File: src/rtl/pwm_pkg.sv
// Shared encodings for the multi-channel PWM block: counting modes, count
// direction and the cfg_addr slot that selects the period register.
package pwm_pkg;

  typedef enum logic {
    PWM_MODE_EDGE   = 1'b0,
    PWM_MODE_CENTER = 1'b1
  } pwm_mode_e;

  typedef enum logic {
    PWM_DIR_UP   = 1'b0,
    PWM_DIR_DOWN = 1'b1
  } pwm_dir_e;

  localparam int unsigned PWM_ADDR_PERIOD = 0;

endpackage

File: src/rtl/pwm_ch_cmp.sv
// One PWM channel: compares the shared counter with this channel's active
// duty, applies output polarity and registers the result.
module pwm_ch_cmp #(
  parameter int CNT_W = 16
) (
  input  logic             clk,
  input  logic             rst_n,
  input  logic             en,
  input  logic [CNT_W-1:0] cnt,
  input  logic [CNT_W-1:0] duty,
  input  logic             pol,
  output logic             pwm
);

  logic raw;

  assign raw = (cnt < duty);

  // Stage boundary: counter value -> registered output, one cycle later.
  always_ff @(posedge clk or negedge rst_n) begin
    if (!rst_n) begin
      pwm <= 1'b0;
    end else begin
      pwm <= en ? (raw ^ pol) : pol;
    end
  end

endmodule

File: src/rtl/pwm_multi_ch.sv
// Multi-channel PWM generator with shared edge/center-aligned counter and
// shadow/active config. Optional period_pulse output: PWM_PERIOD_PULSE_EN.
module pwm_multi_ch
  import pwm_pkg::*;
#(
  parameter int               CH_NUM     = 4,
  parameter int               CNT_W      = 16,
  parameter logic [CNT_W-1:0] PERIOD_RST = 16'd25000,
  parameter logic [CNT_W-1:0] DUTY_RST   = 16'd12500
) (
  input  logic                        clk,
  input  logic                        rst_n,
  input  logic                        en,
  input  logic                        mode,
  input  logic [CH_NUM-1:0]           pol,
  input  logic                        cfg_valid,
  output logic                        cfg_ready,
  input  logic [$clog2(CH_NUM+1)-1:0] cfg_addr,
  input  logic [CNT_W-1:0]            cfg_data,
`ifdef PWM_PERIOD_PULSE_EN
  output logic                        period_pulse,
`endif
  output logic [CH_NUM-1:0]           pwm
);

  localparam int ADDR_W = $clog2(CH_NUM+1);

  logic [CNT_W-1:0]             cnt, cnt_nxt;
  pwm_dir_e                     dir, dir_nxt;
  logic [CNT_W-1:0]             per_shd, per_shd_nxt;
  logic [CNT_W-1:0]             per_act, per_act_nxt;
  logic [CH_NUM-1:0][CNT_W-1:0] duty_shd, duty_shd_nxt;
  logic [CH_NUM-1:0][CNT_W-1:0] duty_act, duty_act_nxt;
  pwm_mode_e                    mode_act, mode_act_nxt;
  logic                         cfg_wr;
  logic                         bnd;
  logic                         copy;

  // Shadow writes; out-of-range addresses fall through untouched.
  always_comb begin
    cfg_wr       = cfg_valid && cfg_ready && (cfg_addr <= ADDR_W'(CH_NUM));
    per_shd_nxt  = per_shd;
    duty_shd_nxt = duty_shd;
    if (cfg_wr && (cfg_addr == ADDR_W'(PWM_ADDR_PERIOD))) begin
      per_shd_nxt = cfg_data;
    end
    for (int k = 0; k < CH_NUM; k++) begin
      if (cfg_wr && (cfg_addr == ADDR_W'(k + 1))) begin
        duty_shd_nxt[k] = cfg_data;
      end
    end
  end

  always_comb begin
    if (mode_act == PWM_MODE_EDGE) begin
      bnd = (cnt >= per_act);
    end else begin
      bnd = (per_act == '0) || ((dir == PWM_DIR_DOWN) && (cnt == '0));
    end
  end

  // Active copy follows the shadow every idle cycle and on each boundary;
  // using the _nxt shadow bypasses a write that lands on the boundary.
  always_comb begin
    copy         = !en || bnd;
    per_act_nxt  = copy ? per_shd_nxt  : per_act;
    duty_act_nxt = copy ? duty_shd_nxt : duty_act;
    mode_act_nxt = copy ? pwm_mode_e'(mode) : mode_act;
  end

  always_comb begin
    cnt_nxt = cnt;
    dir_nxt = dir;
    if (!en) begin
      cnt_nxt = '0;
      dir_nxt = PWM_DIR_UP;
    end else if (bnd) begin
      // Center boundary sits on the down-count 0, so resume at 1 to avoid
      // repeating 0; edge boundary sits on the top and wraps to 0.
      dir_nxt = PWM_DIR_UP;
      cnt_nxt = ((mode_act == PWM_MODE_CENTER) && (per_shd_nxt != '0))
              ? CNT_W'(1) : '0;
    end else if (mode_act == PWM_MODE_EDGE) begin
      cnt_nxt = cnt + CNT_W'(1);
    end else if (dir == PWM_DIR_UP) begin
      if (cnt >= per_act) begin
        dir_nxt = PWM_DIR_DOWN;
        cnt_nxt = cnt - CNT_W'(1);
      end else begin
        cnt_nxt = cnt + CNT_W'(1);
      end
    end else begin
      cnt_nxt = cnt - CNT_W'(1);
    end
  end

  // Stage boundary: counter and configuration state.
  always_ff @(posedge clk or negedge rst_n) begin
    if (!rst_n) begin
      cnt       <= '0;
      dir       <= PWM_DIR_UP;
      per_shd   <= PERIOD_RST;
      per_act   <= PERIOD_RST;
      duty_shd  <= {CH_NUM{DUTY_RST}};
      duty_act  <= {CH_NUM{DUTY_RST}};
      mode_act  <= PWM_MODE_EDGE;
      cfg_ready <= 1'b0;
    end else begin
      cnt       <= cnt_nxt;
      dir       <= dir_nxt;
      per_shd   <= per_shd_nxt;
      per_act   <= per_act_nxt;
      duty_shd  <= duty_shd_nxt;
      duty_act  <= duty_act_nxt;
      mode_act  <= mode_act_nxt;
      cfg_ready <= 1'b1;
    end
  end

`ifdef PWM_PERIOD_PULSE_EN
  logic bnd_nxt;

  // Predict next cycle's boundary so the pulse coincides with it.
  always_comb begin
    if (mode_act_nxt == PWM_MODE_EDGE) begin
      bnd_nxt = (cnt_nxt >= per_act_nxt);
    end else begin
      bnd_nxt = (per_act_nxt == '0) ||
                ((dir_nxt == PWM_DIR_DOWN) && (cnt_nxt == '0));
    end
  end

  always_ff @(posedge clk or negedge rst_n) begin
    if (!rst_n) begin
      period_pulse <= 1'b0;
    end else begin
      period_pulse <= en && bnd_nxt;
    end
  end
`endif

  for (genvar i = 0; i < CH_NUM; i++) begin : g_ch
    pwm_ch_cmp #(
      .CNT_W (CNT_W)
    ) u_cmp (
      .clk   (clk),
      .rst_n (rst_n),
      .en    (en),
      .cnt   (cnt),
      .duty  (duty_act[i]),
      .pol   (pol[i]),
      .pwm   (pwm[i])
    );
  end

endmodule

File: config.mk
export PLATFORM = sky130hd
export DESIGN_NAME = pwm_multi_ch
export DESIGN_NICKNAME = d
export VERILOG_FILES = /design/src/rtl/pwm_pkg.sv /design/src/rtl/pwm_ch_cmp.sv /design/src/rtl/pwm_multi_ch.sv
export SDC_FILE = /design/constraint.sdc
export NUM_CORES = 1
export LEC_CHECK = 0
export BUFFER_PORTS_ARGS = -buffer_cell sky130_fd_sc_hd__clkbuf_2
export CAP_MARGIN = 40
export CORE_MARGIN = 1
export CORE_UTILIZATION = 30
export CTS_CLUSTER_SIZE = 28
export DETAILED_ROUTE_END_ITERATION = 8
export PLACE_DENSITY = 0.55
export REMOVE_ABC_BUFFERS = 1
export SETUP_SLACK_MARGIN = 0.4
export SYNTH_ARGS = -nofsm -noshare
export SYNTH_HDL_FRONTEND = slang
export SYNTH_SLANG_ARGS = --single-unit
File: constraint.sdc
create_clock -name clk -period 7.2 [get_ports clk]
set_clock_uncertainty 0.15 [all_clocks]
set_input_delay 1.08 -clock clk [delete_from_list [all_inputs] [get_ports clk]]
set_output_delay 1.08 -clock clk [all_outputs]
set_load 0.02 [all_outputs]
Word level (Yosys, flattened, before mapping)
Index checks and enable logic that the tools add are counted.

storage, ports and cells
  output and inout port bits = 5
  bits in registers = 183
  word-level logic and storage cells = 72
  input bits = 28

operators by class
  bitwise gates (word level) = 4
  mux-type cells = 21
  reductions and logical operators = 16
  add/subtract/negate cells = 2
  $lt $le $gt $ge = 6
  equal/unequal tests = 5

operators with widths
  kind                   count
  $mux 16                10
  $lt 16x16->1           4
  $logic_not 16->1       2
  $add 16x1->16 const B  1
  $ge 16x16->1           1
  $reduce_bool 16->1     1
  $sub 16x1->16 const B  1
  $mux 1                 11
  $logic_and 1x1->1      9
  $eq 3x2->1 const B     2
  $xor 1x1->1            4
  $eq 3x1->1 const B     1
  $eq 3x3->1 const B     1
  $le 3x3->1 const B     1
  $logic_not 3->1        1
  $ne 3x1->1 const B     1
  $logic_or 1x1->1       2
  $logic_not 1->1        1

Logic depth before layout (Yosys ltp)
Gate-level depths: netlist of the first run.

  depth in word-level cells = 9
  gate-level depth with buffers = 12

By module
A second synthesis of the first run with hierarchy kept.

second synthesis, totals
  cell total of the unflattened synthesis = 790
  area, all modules = 9598.0 µm²

by module, submodules not included
  module                           area each (µm²)  sequential area each (µm²)  cells an instance  times used
  pwm_multi_ch                     7891.3           4554.4                      570                1
  pwm_ch_cmp at g_ch[0].u_cmp ...  424.2            25.0                        54                 3
  pwm_ch_cmp at g_ch[3].u_cmp      434.2            25.0                        58                 1

Least setup slack after synthesis of the first run
OpenSTA, ideal clock, no wires.

  path kind = input-to-reg
  start = in cfg_valid
  end = reg duty_act[14] (netlist bit)
  data arrival time = 2.545 ns
  slack = 4.374 ns
  buffers on the path = 1
  stages on the path = 6
  required time = 6.918 ns
  cells stage by stage = nand2_1 nor4b_2 clkbuf_1 mux2_2 nand2_1 o21ai_0

RTL lines
  element               RTL line             text
  start, declared       pwm_multi_ch.sv:16   input logic cfg_valid,
  end signal, assigned  pwm_multi_ch.sv:105  duty_act <= {CH_NUM{DUTY_RST}};
  end signal, assigned  pwm_multi_ch.sv:114  duty_act <= duty_act_nxt;
  end, declared         pwm_multi_ch.sv:33   logic [CH_NUM-1:0][CNT_W-1:0] duty_act, duty_act_nxt;

Worst setup path after layout of the first run
  start = reg cnt[12]
  end = reg duty_act[63] (netlist bit)

on the way
  word-level cells in the longest chain between the ends = 5
  elaborated cells on any way between the ends = 6

RTL lines
  element                                               RTL line             text
  start, declared                                       pwm_multi_ch.sv:28   logic [CNT_W-1:0] cnt, cnt_nxt;
  start signal, assigned                                pwm_multi_ch.sv:109  cnt <= cnt_nxt;
  branches (longest 3 deep; another with $ge 16x16->1)  n/a
  $mux 1 *                                              pwm_multi_ch.sv:55   if (mode_act == PWM_MODE_EDGE) begin
  $logic_or 1x1->1 *                                    pwm_multi_ch.sv:65   copy = !en || bnd;

Mark *: on every way between the ends.
A chain may end at the register's enable or synchronous reset.

==> results of run 1 <==
[worst paths after layout]
kind,start,end,slack (ns),cells after the start
worst max-delay path,cnt[12],duty_act[63],3.58,9
worst min-delay path,duty_act[16],duty_act[16],0.33,2
worst max register to register,cnt[12],duty_act[63],3.58,9
worst min register to register,duty_act[16],duty_act[16],0.33,2
max in group asynchronous,rst_n,duty_act[62],4.97,3
min in group asynchronous,rst_n,duty_act[49],0.39,1
[stage by stage]
step | utilization, % | instances
after floorplan | - | 851
after global placement | 32.2 | 1284
after detailed placement | 32.5 | 1288
after CTS | 34.4 | 1320
after global routing | 34.4 | 1320
final | 34.4 | 1320
[power by group through the flow]
stage	Sequential [mW]	Combinational, mW	Clock [mW]
5_1_grt	1.76	2.45	0.990
2_1_floorplan	1.65	1.57	0
4_1_cts	1.71	2.14	0.949
3_5_place_dp	1.73	2.13	0
6_report	1.71	2.13	0.920
3_3_place_gp	1.72	2.06	0
[registers in the layout (all words and copies together) (netlist names)]
signal and count:
duty_act 64, duty_shd 64, cnt 16, per_act 16, per_shd 16, g_ch.u_cmp.pwm 4, cfg_ready 1, dir 1
mode_act 1
[final cells by class]
| class | count | area (um2) | area share (%) |
|---|---|---|---|
| sequential | 183 | 4650 | 44.0 |
| clock buffer | 21 | 493 | 4.66 |
| inverter | 80 | 300 | 2.84 |
| timing repair buffer | 41 | 297 | 2.81 |
| clock inverter | 11 | 83.8 | 0.793 |
| multi-input combinational | 588 | 4250 | 40.2 |
| tap | 396 | 495 | 4.69 |
[per-layer routing]
layer	global-route usage, %	part of all wire, %	vias up	routed length (um)
met5	0	0	-	0
met4	4.31	1.1	0	253
met1	21.3	50	3207	11400
met2	22.8	45	86	10200
li1	-	-	3129	-
met3	2.59	3.3	18	740
[cells by family (layout without fill, tap and decap cells)]
group | Yosys count | count (layout)
buffers and inverters | 112 | 153
multiplexers | 92 | 92
adder cells (fa/ha/maj) | 79 | 79
other | 1 | 1
AO/OA/AOI/OAI | 163 | 163
XOR/XNOR | 5 | 5
AND/OR/NAND/NOR | 248 | 248
flip-flops | 183 | 183
[cell usage in the layout, fill, tap and decap left out, drive strengths merged, types with 11 or more instances in the layout]
cell / count
nand2: 108
mux2i: 11
nor4: 11
nor2: 31
nor3: 25
nand4: 24
mux2: 81
dfrtp: 123
dfstp: 60
a21oi: 29
inv: 86
nand3: 12
clkbuf: 53
ha: 79
o21ai: 102
nand2b: 15
[worst register-to-register path, stage by stage, from the launching register on]
cell and delay, ns:
dfrtp_1 0.59, ha_1 0.38, nand2_1 0.05, nor2_1 0.18, nand4_1 0.20, o2111ai_1 0.33
and2_4 0.56, buf_4 0.58, buf_12 0.32, o21ai_0 0.16
==> results.py, run 1 <==
metrics = {
    "worst_setup_path": {
        "crit_path_max_incr_delay_ns": 0.59,
        "cp_max_fo": 58,
        "critPathLaunchType": "flip-flop",
        "worstPathCellList": "ha_1 > nand2_1 > nor2_1 > nand4_1 > o2111ai_1 > and2_4 > buf_4 > buf_12 > o21ai_0",
        "setup.worst_path.class": "reg -> reg",
        "worst-endpoint-required_ns": 7.37,
        "arrival_ns": 3.78,
        "cpMaxStageDelayCell": "dfrtp_1",
        "cp_top_family": "simple AND/OR/NAND/NOR gates",
        "worstSetupEndpointType": "flip-flop",
        "crit_buf_inv": 2,
    },
    "clock_network": {
        "clock_path_buffers": 2,
        "cts_sinks": 183,
        "root_buffer": "clkbuf_16",
        "clkLatencyLatePin_ns": 0.45,
        "postCtsHoldBufs": 0,
        "numCtsBuffers": 17,
        "htreeDepth": 4,
        "post_cts_buffers": 0,
        "clk_pin_slew_ns": 0.07,
        "cts_resized": 0,
        "tritoncts": "built",
    },
    "layout": {
        "stdcell_area_um2": 10600,
        "area_growth_pct": 11.9,
        "num-fill-cells": 3181,
        "fin_nets": 1018,
        "drive_gt1_share_pct": 25.6,
        "insertedDiodeCount": 0,
    },
    "pwr": {
        "clkPwrFrac_pct": 19.3,
        "p_seq_share_pct": 35.9,
        "p_int_mw": 2.79,
        "p_sw_share_pct": 41.4,
        "max-vdd-ir-drop_v": 0.000243,
        "power_density_nw_per_um2": 450,
        "p_leak_nw": 4.79,
        "switchingPower_mw": 1.97,
        "p_total_mw": 4.76,
        "power_frac_comb_pct": 44.7,
    },
    "sta": {
        "grt_setup_unrepaired": "no",
        "period_share_pct": 50.2,
        "relSlewSlack_pct": 41.0,
        "slew_viol_final": 0,
        "finalSetupViolCount": 0,
        "holdWs_ns": 0.330,
        "hold_viol": 0,
        "max_freq_mhz": 277,
        "tightestPinTransition_ns": 0.881,
        "setup_slack_ns": 3.58,
        "min_period_ns": 3.62,
        "finalSetupTns_ns": 0,
    },
    "drt": {
        "postRouteAntennaNets": 0,
        "routed_wirelength_um": 22600,
        "initialDrtViolationCount": 327,
        "drt-pass1-iter-count": 6,
        "num_vias": 6440,
        "viasPerCell": 4.88,
        "detail_route.wl_per_cell_um": 17.1,
        "drc": 0,
    },
    "synth": {
        "synth_top_family_by_area": "simple AND/OR/NAND/NOR gates",
        "synthTopCellsByArea": "dfrtp_1 (33%), dfstp_2 (17%), ha_1 (10%)",
        "synth_edf_count": 0,
        "ys_seq_elements": 183,
        "seq_area_frac_synth_pct": 49.3,
        "yosysMostFrequentCell": "dfrtp_1",
        "synthSimpleGateAreaFrac_pct": 13.1,
        "syn_avg_cell_area_um2": 10.7,
        "ys.warnings.count": 0,
        "synthFlopType": "dfrtp_1",
        "synth_fa_ha_area_share_pct": 10.5,
        "netlist_instances": 883,
        "yosysTopAreaCell": "dfrtp_1",
        "ys_types": 52,
        "synth-xor-area-share_pct": 0.464,
        "synth_common_cells": "dfrtp_1 (123), nand2_1 (100), inv_1 (80), mux2_2 (80), ha_1 (79)",
        "synth_area_um2": 9440,
        "yosysTopAreaCellShare_pct": 32.6,
        "async_reset_ff_share_pct": 100,
        "synth-compound-area-share_pct": 9.97,
        "synth_mux_area_share_pct": 10.8,
    },
    "floorplanning": {
        "io_pins": 33,
        "fp.dieArea_um2": 32200,
        "start_util_pct": 30.7,
        "die_h_um": 179,
        "die_w_um": 179,
        "placement_rows": 64,
        "core_area_um2": 30700,
    },
    "global_routing": {
        "grt_pass1_vias": 6449,
        "grt_pass1_wl_um": 36700,
        "grt_max_degree": 84,
        "grt_usage_pct": 14.9,
        "antenna_found_initial": 0,
        "grt_overflow": 0,
    },
    "placement": {
        "dp_hpwl_um": 15800,
        "place_ws_ns": 3.59,
        "io_buffers": 32,
        "gp_congestion": 0.809,
        "place_area_um2": 9990,
    },
    "job": {
        "maxCapViolations": 0,
    },
    "outcome": {
        "status": "finished, final reports clean",
    },
    "worst_hold_path": {
        "min_path_type": "reg -> reg",
    },
}
Note: power is estimated with default switching activity, not from simulation.
==> run 2: changes to the inputs <==
==> constraint.sdc (replaced) <==
create_clock -name clk -period 3.5 [get_ports clk]
set_clock_uncertainty 0.15 [all_clocks]
set_input_delay 0.525 -clock clk [delete_from_list [all_inputs] [get_ports clk]]
set_output_delay 0.525 -clock clk [all_outputs]
set_load 0.02 [all_outputs]
==> run 2 against run 1 <==
The flow now finishes with violations (negative hold slack). Maximum frequency grew 26%. Via count is 2.3% higher. Global-route usage is 0.34 points higher. Non-clock buffer count grew 16. Setup slack got worse by 2.9 ns. Design area increased by 1.3%. Critical path depth did not move. Die area did not move. Utilization up 0.44 points. Final cell count up 1.3%. Clock power is 110% higher. Critical endpoint is now cnt[5]. Largest cell class unchanged.
==> results.py, run 2 (synthesis results as in run 1) <==
metrics = {
    "layout": {
        "area_growth_pct": 13.4,
        "final_util_pct": 34.8,
        "top_regs": "duty_act x64, duty_shd x64",
        "final_common_cell": "dfrtp_1",
        "drive_gt1_share_pct": 27.3,
        "insertedDiodeCount": 0,
        "final_cell_mix": "dfrtp_1 (121), nand2_1 (100), inv_1 (80), mux2_2 (80), ha_1 (79)",
        "fin_nets": 1036,
    },
    "drt": {
        "drt-pass1-iter-count": 7,
        "initialDrtViolationCount": 364,
        "postRouteAntennaNets": 0,
        "num_vias": 6589,
        "drc": 0,
        "routed_wirelength_um": 23500,
        "viasPerCell": 4.93,
        "detail_route.wl_per_cell_um": 17.6,
    },
    "sta": {
        "min_period_ns": 2.86,
        "setup_slack_ns": 0.637,
        "finalSetupTns_ns": 0,
        "max_freq_mhz": 349,
        "finalSetupViolCount": 0,
        "holdWs_ns": -0.0266,
        "tightestPinTransition_ns": 0.829,
        "hold_viol": 16,
        "relSlewSlack_pct": 44.5,
        "grt_setup_unrepaired": "no",
        "slew_viol_final": 0,
        "period_share_pct": 81.8,
    },
    "worst_setup_path": {
        "cp_top_family": "compound AO/OA/AOI/OAI gates",
        "worstPathCellList": "inv_1 > ha_1 > nand2_1 > nor2_1 > nand4_1 > o211ai_1 > nand2_1 > a21oi_1 > mux2i_1",
        "worst-endpoint-required_ns": 3.71,
        "cpMaxStageDelayCell": "o211ai_1",
        "cp_common_cell": "nand2_1",
        "worstSetupEndpointType": "flip-flop",
        "setup.worst_path.class": "reg -> reg",
        "crit_path_max_incr_delay_ns": 0.72,
        "cp_max_fo": 9,
        "critPathLaunchType": "flip-flop",
        "crit_buf_inv": 1,
        "arrival_ns": 3.08,
    },
    "clock_network": {
        "clk_pin_slew_ns": 0.07,
        "postCtsHoldBufs": 0,
        "post_cts_buffers": 0,
        "cts_resized": 0,
        "htreeDepth": 4,
        "clkLatencyLatePin_ns": 0.44,
        "cts_sinks": 183,
        "tritoncts": "built",
        "clock_path_buffers": 2,
        "root_buffer": "clkbuf_16",
        "numCtsBuffers": 17,
    },
    "placement": {
        "place_ws_ns": 0.546,
        "gp_congestion": 0.837,
        "dp_hpwl_um": 16200,
        "io_buffers": 32,
    },
    "outcome": {
        "status": "complete, but fails checks",
        "violations": "negative hold slack",
    },
    "floorplanning": {
        "io_pins": 33,
        "start_util_pct": 30.7,
        "core_area_um2": 30700,
        "fp.dieArea_um2": 32200,
        "die_h_um": 179,
        "die_w_um": 179,
        "placement_rows": 64,
    },
    "global_routing": {
        "antenna_found_initial": 0,
        "grt_max_degree": 85,
        "grt_pass1_vias": 6624,
        "grt_overflow": 0,
        "grt_pass1_wl_um": 37500,
        "grt_usage_pct": 15.2,
    },
    "job": {
        "maxCapViolations": 0,
    },
    "worst_hold_path": {
        "min_path_type": "in -> async",
    },
    "pwr": {
        "p_total_mw": 10.1,
        "p_leak_nw": 4.85,
        "power_density_nw_per_um2": 941,
        "max-vdd-ir-drop_v": 0.000493,
    },
}
## run 2: power breakdown
group          total, mW  switching [mW]  internal, mW
Clock               1.93           0.844          1.09
Sequential          3.37           0.367          3.00
Combinational       4.78            2.92          1.86
## run 2: layout make-up
type / count / area (um2)
clock inverters: 11 / 125
inverters: 80 / 300
well taps: 396 / 495
repair buffers: 57 / 407
multi-input cells: 590 / 4260
clock buffers: 20 / 457
fillers: 3140 / 20000
flip-flops and latches: 183 / 4660
## run 2: routing by layer
layer | up-vias | track usage, % | share of wire [%] | routed length [um]
met3 | 25 | 2.63 | 3.3 | 779
met4 | 0 | 4.41 | 1.3 | 302
met1 | 3282 | 21.6 | 50 | 11800
li1 | 3165 | - | - | -
met5 | - | 0 | 0 | 0
met2 | 117 | 23.6 | 45 | 10600
## run 2: metrics by stage
stage	std cells	area, um2
floorplan	851	9190
global placement	1304	10100
detailed placement	1304	10100
CTS	1335	10700
global route	1337	10700
finish	1337	10700
## run 2: worst paths after layout
path,startpoint,endpoint,slack [ns],cells past startpoint
worst max-delay path,per_act[13],cnt[5],0.64,9
worst min-delay path,rst_n,duty_act[0],-0.03,1
worst max register to register,per_act[13],cnt[5],0.64,9
worst min register to register,duty_act[16],duty_act[16],0.33,2
max in group asynchronous,rst_n,per_act[5],2.30,2
min in group clk,pol[0],g_ch[0].u_cmp.pwm,0.12,2
==> run 3: changes to the inputs <==
==> constraint.sdc (replaced) <==
create_clock -name clk -period 2.7 [get_ports clk]
set_clock_uncertainty 0.15 [all_clocks]
set_input_delay 0.405 -clock clk [delete_from_list [all_inputs] [get_ports clk]]
set_output_delay 0.405 -clock clk [all_outputs]
set_load 0.02 [all_outputs]
==> run 3 against run 2 <==
The flow now finishes without violations. Largest power group unchanged. Setup slack worse by 0.53 ns. Global-route usage is 1.1 points higher. Die area did not move. Wire length rose by 14%. Sequential cell count is the same. Final cell count is 5.1% higher. Total power grew 75%. Maximum frequency up 10%. Critical endpoint is now cnt[3]. Clock power up 30%.
==> results.py, run 3 (synthesis results as in run 1) <==
metrics = {
    "worst_hold_path": {
        "min_to": "g_ch[1].u_cmp.pwm",
        "min_path_type": "in -> reg",
        "hp-start": "pol[1]",
        "whs_path_depth": 2,
    },
    "layout": {
        "insertedDiodeCount": 0,
        "final_cell_mix": "dfrtp_1 (120), mux2_2 (80), inv_1 (72), ha_1 (67), dfstp_2 (60)",
        "drive_gt1_share_pct": 47.3,
        "top_regs": "duty_act x64, duty_shd x64",
        "final_common_cell": "dfrtp_1",
        "fin_nets": 1103,
        "area_growth_pct": 34.4,
        "final_util_pct": 41.3,
    },
    "drt": {
        "postRouteAntennaNets": 0,
        "num_vias": 7037,
        "drt-pass1-iter-count": 7,
        "detail_route.wl_per_cell_um": 19.1,
        "viasPerCell": 5.01,
        "initialDrtViolationCount": 491,
        "routed_wirelength_um": 26900,
        "drc": 0,
    },
    "floorplanning": {
        "core_area_um2": 30700,
        "start_util_pct": 30.7,
        "die_w_um": 179,
        "fp.dieArea_um2": 32200,
        "io_pins": 33,
        "die_h_um": 179,
        "placement_rows": 64,
    },
    "sta": {
        "grt_setup_unrepaired": "yes",
        "relSlewSlack_pct": 59.3,
        "finalSetupViolCount": 0,
        "tightestPinTransition_ns": 0.605,
        "holdWs_ns": 0.0258,
        "hold_viol": 0,
        "max_freq_mhz": 385,
        "period_share_pct": 96.2,
        "min_period_ns": 2.60,
        "slew_viol_final": 0,
    },
    "pwr": {
        "max-vdd-ir-drop_v": 0.000605,
        "p_leak_nw": 5.72,
        "power_density_nw_per_um2": 1390,
    },
    "worst_setup_path": {
        "reg2reg_slack_ns": 0.10,
        "cp_top_family": "compound AO/OA/AOI/OAI gates",
        "rr_startpoint": "per_act[8]",
        "crit_buf_inv": 3,
        "r2r-end": "cnt[3]",
        "cpMaxStageDelayCell": "dfstp_2",
        "crit_path_max_incr_delay_ns": 0.54,
        "cp_max_fo": 7,
        "worstSetupEndpointType": "flip-flop",
        "setup.worst_path.class": "reg -> reg",
        "worstRegToRegCells": 11,
        "worstPathCellList": "inv_2 > ha_4 > a21o_1 > a221o_1 > a21oi_2 > buf_4 > o211a_4 > buf_8 > nor4b_4 > nor3_1 > nor3b_4",
        "arrival_ns": 2.77,
        "worst-endpoint-required_ns": 2.87,
        "critPathLaunchType": "flip-flop",
    },
    "global_routing": {
        "grt_overflow": 0,
        "grt_pass1_wl_um": 40400,
        "grt_usage_pct": 16.3,
        "antenna_found_initial": 0,
        "grt_max_degree": 50,
        "grt_pass1_vias": 6943,
    },
    "clock_network": {
        "clkLatencyLatePin_ns": 0.45,
        "tritoncts": "built",
        "root_buffer": "clkbuf_16",
        "clock_path_buffers": 2,
        "cts_sinks": 183,
        "clk_pin_slew_ns": 0.08,
        "numCtsBuffers": 17,
        "htreeDepth": 4,
    },
    "placement": {
        "gp_congestion": 0.840,
        "io_buffers": 32,
        "dp_hpwl_um": 15700,
    },
    "job": {
        "maxCapViolations": 0,
    },
    "outcome": {
        "status": "finished, final reports clean",
    },
}
run 3: changes by cell type in the layout (fill, tap and decap cells not counted), sizes merged:
cell         previous run  this run
and2                    4         3
buf                    25        75
bufbuf                  0         1
clkbuf                 52        61
clkinv                  3         7
clkinvlp                5         1
dlygate4sd3             0         5
inv                    81        85
run 3: worst max-delay path by stage:
stage / start / endpoint / slack (ns) / cells past startpoint
global route: per_act[8] / cnt[3] / 0.02 / 11
finish: per_act[8] / cnt[3] / 0.10 / 11
global placement: per_act[13] / cnt[9] / 0.14 / 9
detailed placement: per_act[13] / cnt[3] / 0.10 / 10
floorplan: per_act[13] / duty_act[0] / -2.25 / 8
CTS: per_act[14] / cnt[12] / 0.18 / 9
run 3: power breakdown:
group          internal (mW)  switching, mW
registers               3.89          0.422
logic                   5.07           5.74
clock network           1.37           1.14
total                   10.3           7.30
run 3: repair_timing:
item,in CTS,in global routing
gates resized for setup,65,242
pin swaps,21,40
gates cloned,8,17
setup buffers,11,10
hold buffers,5,0
endpoints found under the setup margin,100,100
hold endpoints to repair,39,0
run 3: cell type report:
type / instances / area, um2
clock buffer: 17 / 425
multi-input combinational: 589 / 5170
clock inverter: 15 / 150
inverter: 80 / 300
sequential: 183 / 4660
fill: 2928 / 18100
tap: 396 / 495
timing repair buffer: 125 / 1490
run 3: per-stage QoR:
stage | cell area, um2 | power (mW) | instances | setup slack [ns] | setup TNS [ns]
global placement | 10300 | 10.7 | 1322 | 0.135 | 0
global route | 12700 | 18.8 | 1405 | 0.0198 | 0
CTS | 11500 | 14.8 | 1378 | 0.184 | 0
detailed placement | 10300 | 10.9 | 1322 | 0.100 | 0
finish | 12700 | 17.6 | 1405 | 0.103 | 0
floorplan | 9190 | 5.64 | 851 | -2.25 | -185.47
run 3: layer usage:
layer | vias up | routed length, um | GRT usage, %
li1 | 3320 | - | -
met1 | 3566 | 13300 | 23.3
met2 | 126 | 12500 | 25.6
met3 | 25 | 818 | 2.88
met4 | 0 | 286 | 3.62
met5 | - | 0 | 0
